<file path="src/rtl/sap1_program_loader.sv">
// SAP-1 program loader: streams DEPTH program bytes plus a checksum byte into the
// program RAM over a valid/ready handshake, holding the CPU in reset until the image
// has been fully written and its checksum verified.
module sap1_program_loader #(
    parameter int unsigned DEPTH  = 16,
    parameter int unsigned ADDR_W = 4,
    parameter int unsigned DATA_W = 8
) (
    input  logic              clk,
    input  logic              reset,
    input  logic              start,
    input  logic              in_valid,
    input  logic [DATA_W-1:0] in_data,
    output logic              in_ready,
    output logic              ram_we,
    output logic [ADDR_W-1:0] ram_addr,
    output logic [DATA_W-1:0] ram_wdata,
    output logic              cpu_hold,
    output logic              done,
    output logic              error,
    output logic [ADDR_W:0]   byte_count
);

    typedef enum logic [2:0] {
        StIdle,
        StLoad,
        StCheck,
        StRun,
        StError
    } state_e;

    // Count value at which the transfer being accepted is the last program byte.
    localparam logic [ADDR_W:0] LastIdx = (ADDR_W + 1)'(DEPTH - 1);

    state_e            state_q;
    logic [DATA_W-1:0] sum_q;
    logic              xfer;

    assign xfer = in_valid && in_ready;

    // Loader FSM; every output is registered here.
    always_ff @(posedge clk or negedge reset) begin
        if (!reset) begin
            state_q    <= StIdle;
            sum_q      <= '0;
            in_ready   <= 1'b0;
            ram_we     <= 1'b0;
            ram_addr   <= '0;
            ram_wdata  <= '0;
            cpu_hold   <= 1'b1;
            done       <= 1'b0;
            error      <= 1'b0;
            byte_count <= '0;
        end else begin
            // Write strobe is a single-cycle pulse; address/data keep their last values.
            ram_we <= 1'b0;
            unique case (state_q)
                StIdle, StRun, StError: begin
                    if (start) begin
                        state_q    <= StLoad;
                        sum_q      <= '0;
                        byte_count <= '0;
                        in_ready   <= 1'b1;
                        cpu_hold   <= 1'b1;
                        done       <= 1'b0;
                        error      <= 1'b0;
                    end
                end
                StLoad: begin
                    if (xfer) begin
                        ram_we     <= 1'b1;
                        ram_addr   <= byte_count[ADDR_W-1:0];
                        ram_wdata  <= in_data;
                        sum_q      <= sum_q + in_data;
                        byte_count <= byte_count + 1'b1;
                        if (byte_count == LastIdx) begin
                            state_q <= StCheck;
                        end
                    end
                end
                StCheck: begin
                    // Checksum byte is compared only, never written to RAM.
                    if (xfer) begin
                        in_ready <= 1'b0;
                        if (in_data == sum_q) begin
                            state_q  <= StRun;
                            cpu_hold <= 1'b0;
                            done     <= 1'b1;
                        end else begin
                            state_q <= StError;
                            error   <= 1'b1;
                        end
                    end
                end
                default: begin
                    state_q  <= StIdle;
                    in_ready <= 1'b0;
                    cpu_hold <= 1'b1;
                    done     <= 1'b0;
                end
            endcase
        end
    end

endmodule

</file>
<file path="config.mk">
export PLATFORM = sky130hd
export DESIGN_NAME = sap1_program_loader
export DESIGN_NICKNAME = d
export VERILOG_FILES = /design/src/rtl/sap1_program_loader.sv
export SDC_FILE = /design/constraint.sdc
export NUM_CORES = 1
export LEC_CHECK = 0
export BUFFER_PORTS_ARGS = -buffer_cell sky130_fd_sc_hd__buf_2
export CAP_MARGIN = 20
export CORE_ASPECT_RATIO = 1.25
export CORE_MARGIN = 1
export CORE_UTILIZATION = 50
export CTS_CLUSTER_DIAMETER = 200
export DETAILED_ROUTE_END_ITERATION = 12
export PLACE_DENSITY = 0.76
export SYNTH_ARGS = -nofsm -noshare
export SYNTH_HDL_FRONTEND = slang
export SYNTH_SLANG_ARGS = --single-unit
</file>
<file path="constraint.sdc">
create_clock -name clk -period 2 [get_ports clk]
set_input_delay 0.1 -clock clk [delete_from_list [all_inputs] [get_ports clk]]
set_output_delay 0.1 -clock clk [all_outputs]
set_load 0.005 [all_outputs]
</file>
# [Yosys cells after proc, flatten, opt, wreduce, memory -nomap -nowiden]
# Index checks and enable logic that the tools add are counted.
[totals] register_bits=33 in_bits=12
[op_classes] add_sub_neg=2 n_eq_ne=12 n_mux=27 n_bitwise=1 reduce_logical=11
[op_table] operator="two-way mux 8 bit" count=2
[op_table] operator="case mux 8 bit (2 select lines)" count=1
[op_table] operator="two-way mux 3 bit" count=5
[op_table] operator="!= test 2 bit (second input constant)" count=6
[op_table] operator="AND reduction 4 bit" count=3
[op_table] operator="two-way mux 1 bit" count=11
[op_table] operator="two-way mux 5 bit" count=2
[op_table] operator="case mux 5 bit (2 select lines)" count=1
[op_table] operator="case mux 1 bit (3 select lines)" count=3
[op_table] operator="case mux 3 bit (3 select lines)" count=1
[op_table] operator="adder 8 bit" count=1
[op_table] operator="equality test 8 bit" count=1
[op_table] operator="equality test 3 x 2 -> 1 bit (second input constant)" count=2
[op_table] operator="AND reduction 3 bit" count=2
[op_table] operator="adder 5 x 1 -> 5 bit (second input constant)" count=1
[op_table] operator="equality test 5 x 4 -> 1 bit (second input constant)" count=1
[op_table] operator="nonzero test 2 bit" count=2
[op_table] operator="equality test 3 x 1 -> 1 bit (second input constant)" count=1
[op_table] operator="equality test 3 bit (second input constant)" count=1
[op_table] operator="logical NOT 3 bit" count=1
[op_table] operator="OR reduction 3 bit" count=1
[op_table] operator="case mux 1 bit (2 select lines)" count=1
[op_table] operator="AND reduction 2 bit" count=1
[op_table] operator="logical AND 1 bit" count=1
[op_table] operator="NOT 1 bit" count=1

# [Longest topological paths before layout]
# Gate-level depths: netlist (run 1).
[depth] word_depth=4 depth_mapped=7 depth_no_buf=7

# [Worst setup path after synthesis (run 1)]
# No wires, ideal clock.
[synth_timing] path_kind="flip-flop to flip-flop" startpoint="register sum_q[0]" endpoint="register sum_q[6]" arrival_time_ns=1.754 required_ns=1.873 setup_slack_ns=0.119 stages_incl_launch_ff=8 n_path_buf=0 synth_period_minus_slack_ns=1.881 cell_sequence="dfrtp_1 ha_1 fa_1 a21o_1 a21o_1 a21oi_1 mux2i_1 nand3_1"
[synth_between] elab_chain_cells=3
[synth_rtl] item="start: declaration" line="36" text="logic [DATA_W-1:0] sum_q;"
[synth_rtl] item="start signal: assignment" line="74" text="sum_q <= sum_q + in_data;"
[synth_rtl] item="adder 8 bit" line="74"
[synth_rtl] item="two-way mux 8 bit" line="70" text="if (xfer) begin"
[synth_rtl] item="case mux 8 bit (2 select lines)" line="57" text="unique case (state_q)"
# Every way passes these cells. The select of a mux whose other input is x is not followed.
# A chain may end at the register's enable or synchronous reset.

# [Worst setup path after layout (run 1)]
# Ends and elaborated chain as after synthesis.

==> results of run 1 <==
-- kinds of logic after synthesis --
kind of cell               synth area share (%)
xor gates and xnor gates                  2.354
AOI/OAI and AO/OA                         18.83
DFF                                       44.45
adders and majority gates                 7.129
buffers and inverters                     4.976
and+or+nand+nor                           21.72
muxes                                    0.5380
-- worst max path at each step --
stage / from / endpoint / slack, ns / depth (start not counted)
final: sum_q[0] / sum_q[6] / 0.11 / 7
after global routing: sum_q[0] / sum_q[6] / -0.008 / 7
after CTS: sum_q[0] / sum_q[6] / 0.006 / 7
after detailed placement: sum_q[0] / sum_q[6] / -0.006 / 7
after global placement: sum_q[0] / sum_q[6] / 0.06 / 7
after floorplan: sum_q[0] / sum_q[6] / 0.12 / 7
-- cells in the final DEF, fill, tap and decap left out, types with 2 or more instances in the layout --
cell type / count
ha_1: 8
nor2b_1: 3
and3_1: 3
nand2b_1: 4
buf_2: 33
nand3_1: 7
dfrtp_1: 32
xor2_1: 2
a22o_1: 6
nor3_1: 2
a21o_1: 5
a21oi_1: 6
o21ai_2: 3
buf_4: 5
o21ai_1: 2
xnor2_1: 3
clkbuf_8: 6
nand2_2: 2
nand2_1: 47
inv_1: 5
and2b_1: 2
o31ai_1: 2
nor2_1: 5
nor3b_1: 3
o21ai_0: 14
-- metal layers --
| metal | vias up | wire length, µm | share of wire, % |
|---|---|---|---|
| met5 | - | 0 | 0 |
| met4 | 0 | 75 | 2.0 |
| met3 | 7 | 126 | 3.3 |
| met2 | 27 | 1933 | 51 |
| met1 | 711 | 1665 | 44 |
| li1 | 755 | - | - |
-- state kept, by name (all words and copies together) (netlist names) --
| register | count |
|---|---|
| ram_wdata | 8 |
| done | 1 |
| ram_addr | 4 |
| in_ready | 1 |
| sum_q | 8 |
| state_q | 3 |
| byte_count | 5 |
| error | 1 |
| ram_we | 1 |
| cpu_hold | 1 |
-- where the power goes --
part           internal [mW]  switching (mW)
Clock                  0.405           0.259
Combinational          0.752           0.847
Sequential             0.962           0.218
-- what timing repair did --
item,CTS,global route
hold buffers,1,0
resized for setup,1,3
setup endpoints to repair,1,3
hold endpoints to repair,32,0
pin swaps,0,1
-- worst min-delay path, stage by stage --
cell and delay, ns:
buf_2 0.09, nand2_1 0.04, nand2_1 0.05
-- layout make-up --
cell class | count | area, µm² | share of cell area (%)
sequential | 33 | 827.0 | 37.79
clock inverter | 2 | 37.54 | 1.715
timing repair buffer | 39 | 212.7 | 9.720
tap | 39 | 48.80 | 2.230
multi-input combinational | 149 | 955.9 | 43.68
clock buffer | 6 | 82.58 | 3.774
inverter | 6 | 23.77 | 1.086
==> out/metrics.yaml, run 1 <==
final_layout:
  synthToLayoutAreaGrowth_pct: 17.62
  final_nets: 256
  n_antenna_cell: 0
  finalInstanceArea_mm2: 0.002188
  layout-drive-gt1-share_pct: 26.38
  utilization_pct: 62.29
  final_cells: 274
  fill_cells: 316
hold_path:
  min-delay-start: "in_data[4]"
  hold_end: "ram_wdata[4]"
  hp-class: "primary input to flop"
  min_path_cells: 3
worst_setup_path:
  cpPeakStageDelay_ns: 0.40
  crit_chain: "ha_2, fa_2, a21o_1, a21o_1, a21oi_2, mux2i_1, nand3_1"
  r2r_slack_ns: 0.11
  r2r_start: "sum_q[0]"
  crit_top_cell: "a21o_1"
  crit_path_start_kind: "flop"
  rr_worst_depth: 7
  r2r_end: "sum_q[6]"
  path_buf_inv: 0
  timing_worst_setup_path_type: "flop to flop"
  slowest_stage: "dfrtp_1"
  path_max_fanout: 3
  worstPathRequired_ns: 2.17
  arrival_ns: 2.07
  crit_family: "adder cells"
  crit_path_end_kind: "flop"
synthesis:
  ys_ff_latch: 33
  syn_area_per_cell_um2: 9.541
  yosys.cell_types.count: 45
  synth_common_cells: "nand2_1, dfrtp_1, o21ai_0, ha_1"
  synth_top_area_cell: "dfrtp_1"
  netlist_top_cells_area: "dfrtp_1, nand2_1, ha_1, o21ai_0, buf_6"
  synth_most_common_cell: "nand2_1"
  yosys_warnings: 0
  synthesis.instances: 195
  synthesis.area_mm2: 0.001861
  synth_edf_count: 0
  synth-seq-area-share_pct: 44.45
  async_flop_share_pct: 100.0
  yosysTopAreaCellShare_pct: 43.04
  synth_top_flop_cell: "dfrtp_1"
  synth.net_count: 217
timing:
  grt_setup_unrepaired: "true"
  tightest_slew_ns: 0.7417
  post-route-period-util_pct: 94.61
  holdWs_ns: 0.01736
  period_needed_ns: 1.892
  setup_viol: 0
  final_max_slew_viol_count: 0
  final.setup.worst_slack_ns: 0.1078
  max_freq_ghz: 0.5285
  finalSetupTns_ns: 0
  slew_headroom_pct: 50.55
  fin_skew_ns: 0.008210
  hold_viol_final: 0
place:
  dp.cells: 265
  routabilityCongestion: 0.8682
  hpwl_um: 2753
  post_dp_cell_area_mm2: 0.002043
  port_buffers: 33
  pre_cts_ws_ns: -0.006350
power_and_ir_drop:
  ir_drop_mv: 1.137
  leakage_nw: 1.099
  power_mw: 3.442
  p_per_area_mw_per_mm2: 1573
clock_network:
  clk_latency_ns: 0.29
  clock_path_buffers: 2
  clkSinkCount: 33
  htree_num_levels: 2
  cts_root_buffer: "clkbuf_8"
  cts_buffers: 5
  postCtsSetupBuffers: 0
  path_clk_slew_ns: 0.07
  cts_tree: "built"
drt:
  finalWirelength_um: 3800
  dr.pass1.iters: 4
  drtAntennaViolNets: 0
  drc_errors: 0
  vias: 1500
  via_per_inst: 5.474
  drt-initial-drc-count: 24
  routedWlPerCell_um: 13.87
grt:
  grt_first_pass_wirelength_um: 6748
  grt_max_degree: 34
  antenna_found_initial: 0
  grt.busiest_layer: "met2"
  global_route.usage.met2_pct: 39.35
  grt_overflow: 0
  grt_pass1_vias: 1577
  met1_usage_pct: 24.09
  gr-usage-all-layers_pct: 21.98
  grtUsageMet3_pct: 6.481
die:
  coreArea_mm2: 0.003513
  die_h_um: 70.20
  initial_utilization_pct: 52.96
  die-area_mm2: 0.003971
  die_w_um: 56.56
  pin_count: 34
  rows: 24
outcome:
  status: "finished clean"
flow_run:
  maxCapViolCount: 0
No activity file was read; power rests on OpenSTA's default activity.
==> run 2, diff against run 1 <==
--- a/config.mk
+++ b/config.mk
@@ -5,8 +5,7 @@
 export SDC_FILE = /design/constraint.sdc
 export NUM_CORES = 1
 export LEC_CHECK = 0
-export BUFFER_PORTS_ARGS = -buffer_cell sky130_fd_sc_hd__buf_2
-export CAP_MARGIN = 20
+export BUFFER_PORTS_ARGS = -buffer_cell sky130_fd_sc_hd__buf_4
 export CORE_ASPECT_RATIO = 1.25
 export CORE_MARGIN = 1
 export CORE_UTILIZATION = 50
==> out/metrics.yaml, run 2 (synthesis gave the netlist of run 1 again) <==
outcome:
  status: "finished clean"
drt:
  drt-initial-drc-count: 48  # +100%
  drc_errors: 0  # unchanged
  dr.pass1.iters: 4  # unchanged
  drtAntennaViolNets: 0  # unchanged
  vias: 1520  # +1.3%
  via_per_inst: 5.547  # +1.3%
  finalWirelength_um: 3811  # +0.29%
  routedWlPerCell_um: 13.91  # +0.29%
clock_network:
  htree_num_levels: 2  # unchanged
  clock_path_buffers: 2  # unchanged
  cts_buffers: 5  # unchanged
  path_clk_slew_ns: 0.07  # about the same
  clkSinkCount: 33  # unchanged
  cts_root_buffer: "clkbuf_8"
  clk_latency_ns: 0.29  # about the same
  cts_tree: "built"
grt:
  gr-usage-all-layers_pct: 21.37  # -0.62 points
  grt_max_degree: 34  # unchanged
  grt_pass1_vias: 1483  # -6.0%
  grt.busiest_layer: "met2"
  grt_overflow: 0  # unchanged
  met1_usage_pct: 27.11  # +3.0 points
  antenna_found_initial: 0  # unchanged
  grtUsageMet3_pct: 4.074  # -2.4 points
  grt_first_pass_wirelength_um: 6617  # -1.9%
  global_route.usage.met2_pct: 34.64  # -4.7 points
timing:
  grt_setup_unrepaired: "false"
  period_needed_ns: 1.905  # +0.01235 ns
  post-route-period-util_pct: 95.23  # +0.62 points
  setup_viol: 0  # unchanged
  slew_headroom_pct: 71.34  # +21 points
  max_freq_ghz: 0.5251  # -0.65%
  hold_viol_final: 0  # unchanged
  final.setup.worst_slack_ns: 0.09545  # -0.01235 ns
  finalSetupTns_ns: 0  # unchanged
  tightest_slew_ns: 0.4299  # -0.3118 ns
  final_max_slew_viol_count: 0  # unchanged
  fin_skew_ns: 0.006280  # -0.001930 ns
worst_setup_path:
  arrival_ns: 2.08  # about the same
  crit_path_start_kind: "flop"
  crit_path_end_kind: "flop"
  worstPathRequired_ns: 2.17  # about the same
  timing_worst_setup_path_type: "flop to flop"
  r2r_slack_ns: 0.1  # about the same
  path_max_fanout: 3  # unchanged
final_layout:
  synthToLayoutAreaGrowth_pct: 21.45
  final_nets: 256  # unchanged
  final_common_cell: "nand2_1"
  utilization_pct: 64.32  # +2.0 points
  final_cells: 274  # unchanged
  reg_top3: "ram_wdata (8), sum_q (8), byte_count (5)"
  mostFrequentLayoutCells: "nand2_1, buf_4, dfrtp_1, o21ai_0, ha_1"
  n_antenna_cell: 0  # unchanged
  layout-drive-gt1-share_pct: 25.96  # -0.43 points
  finalInstanceArea_mm2: 0.002260  # +3.3%
die:
  pin_count: 34  # unchanged
  die_h_um: 70.20  # unchanged
  initial_utilization_pct: 52.96  # unchanged
  die-area_mm2: 0.003971  # unchanged
  coreArea_mm2: 0.003513  # unchanged
  die_w_um: 56.56  # unchanged
  rows: 24  # unchanged
place:
  routabilityCongestion: 0.8640  # -0.48%
  post_dp_cell_area_mm2: 0.002126  # +4.0%
  pre_cts_ws_ns: 0.009718  # +0.01607 ns
  dp.cells: 265  # unchanged
  port_buffers: 33  # unchanged
  hpwl_um: 2747  # -0.23%
power_and_ir_drop:
  leakage_nw: 1.119  # +1.8%
  ir_drop_mv: 1.128  # -0.79%
  p_per_area_mw_per_mm2: 1560  # -0.84%
hold_path:
  hp-class: "primary input to flop"
flow_run:
  maxCapViolCount: 0  # unchanged
run 2: per-layer routing:
metal	up-vias	wire (µm)	part of all wire, %
met2	28	1889	50
li1	760	-	-
met3	9	112	2.9
met4	0	84	2.2
met5	-	0	0
met1	723	1725	45
run 2: worst paths after layout:
kind / startpoint / endpoint / cells past startpoint
max in group asynchronous: reset / cpu_hold / 2
min in group asynchronous: reset / ram_addr[2] / 2
hold reg to reg: ram_wdata[5] / ram_wdata[5] / 2
setup reg to reg: sum_q[0] / sum_q[6] / 7
hold / removal: in_data[3] / ram_wdata[3] / 3
setup / recovery: sum_q[0] / sum_q[6] / 7
run 2: area by class of cell:
type,count,area (µm²)
fillers,301,1254
multi-input cells,149,949.7
flip-flops and latches,33,827.0
repair buffers,39,295.3
clock buffers,5,68.82
well taps,39,48.80
clock inverters,3,46.29
inverters,6,23.77
run 2: through the flow:
stage	power [mW]	hold slack (ns)
6_report	3.524	0.01665
5_1_grt	3.798	0.02060
4_1_cts	3.541	0.01574
3_5_place_dp	2.887	0.07228
3_3_place_gp	2.847	0.06727
2_1_floorplan	2.315	-0.1956
run 2: power breakdown:
| group | internal [mW] | total [mW] | switching (mW) |
|---|---|---|---|
| registers | 0.962 | 1.16 | 0.202 |
| logic | 0.851 | 1.72 | 0.870 |
| clock network | 0.373 | 0.639 | 0.266 |
| total | 2.19 | 3.52 | 1.34 |
run 2: repair_timing:
| item | in CTS | in global routing |
|---|---|---|
| hold endpoints to repair | 32 | 0 |
| gates resized for setup | 1 | 2 |
| hold buffers | 1 | 0 |
| buffers inserted | 0 | 0 |
| endpoints found under the setup margin | 1 | 1 |
run 2: critical path: stages, from the launching register on:
cell	delay, ns
dfrtp_1	0.39
ha_2	0.20
fa_2	0.36
a21o_1	0.20
a21o_1	0.21
a21oi_2	0.15
mux2i_1	0.19
nand3_1	0.09
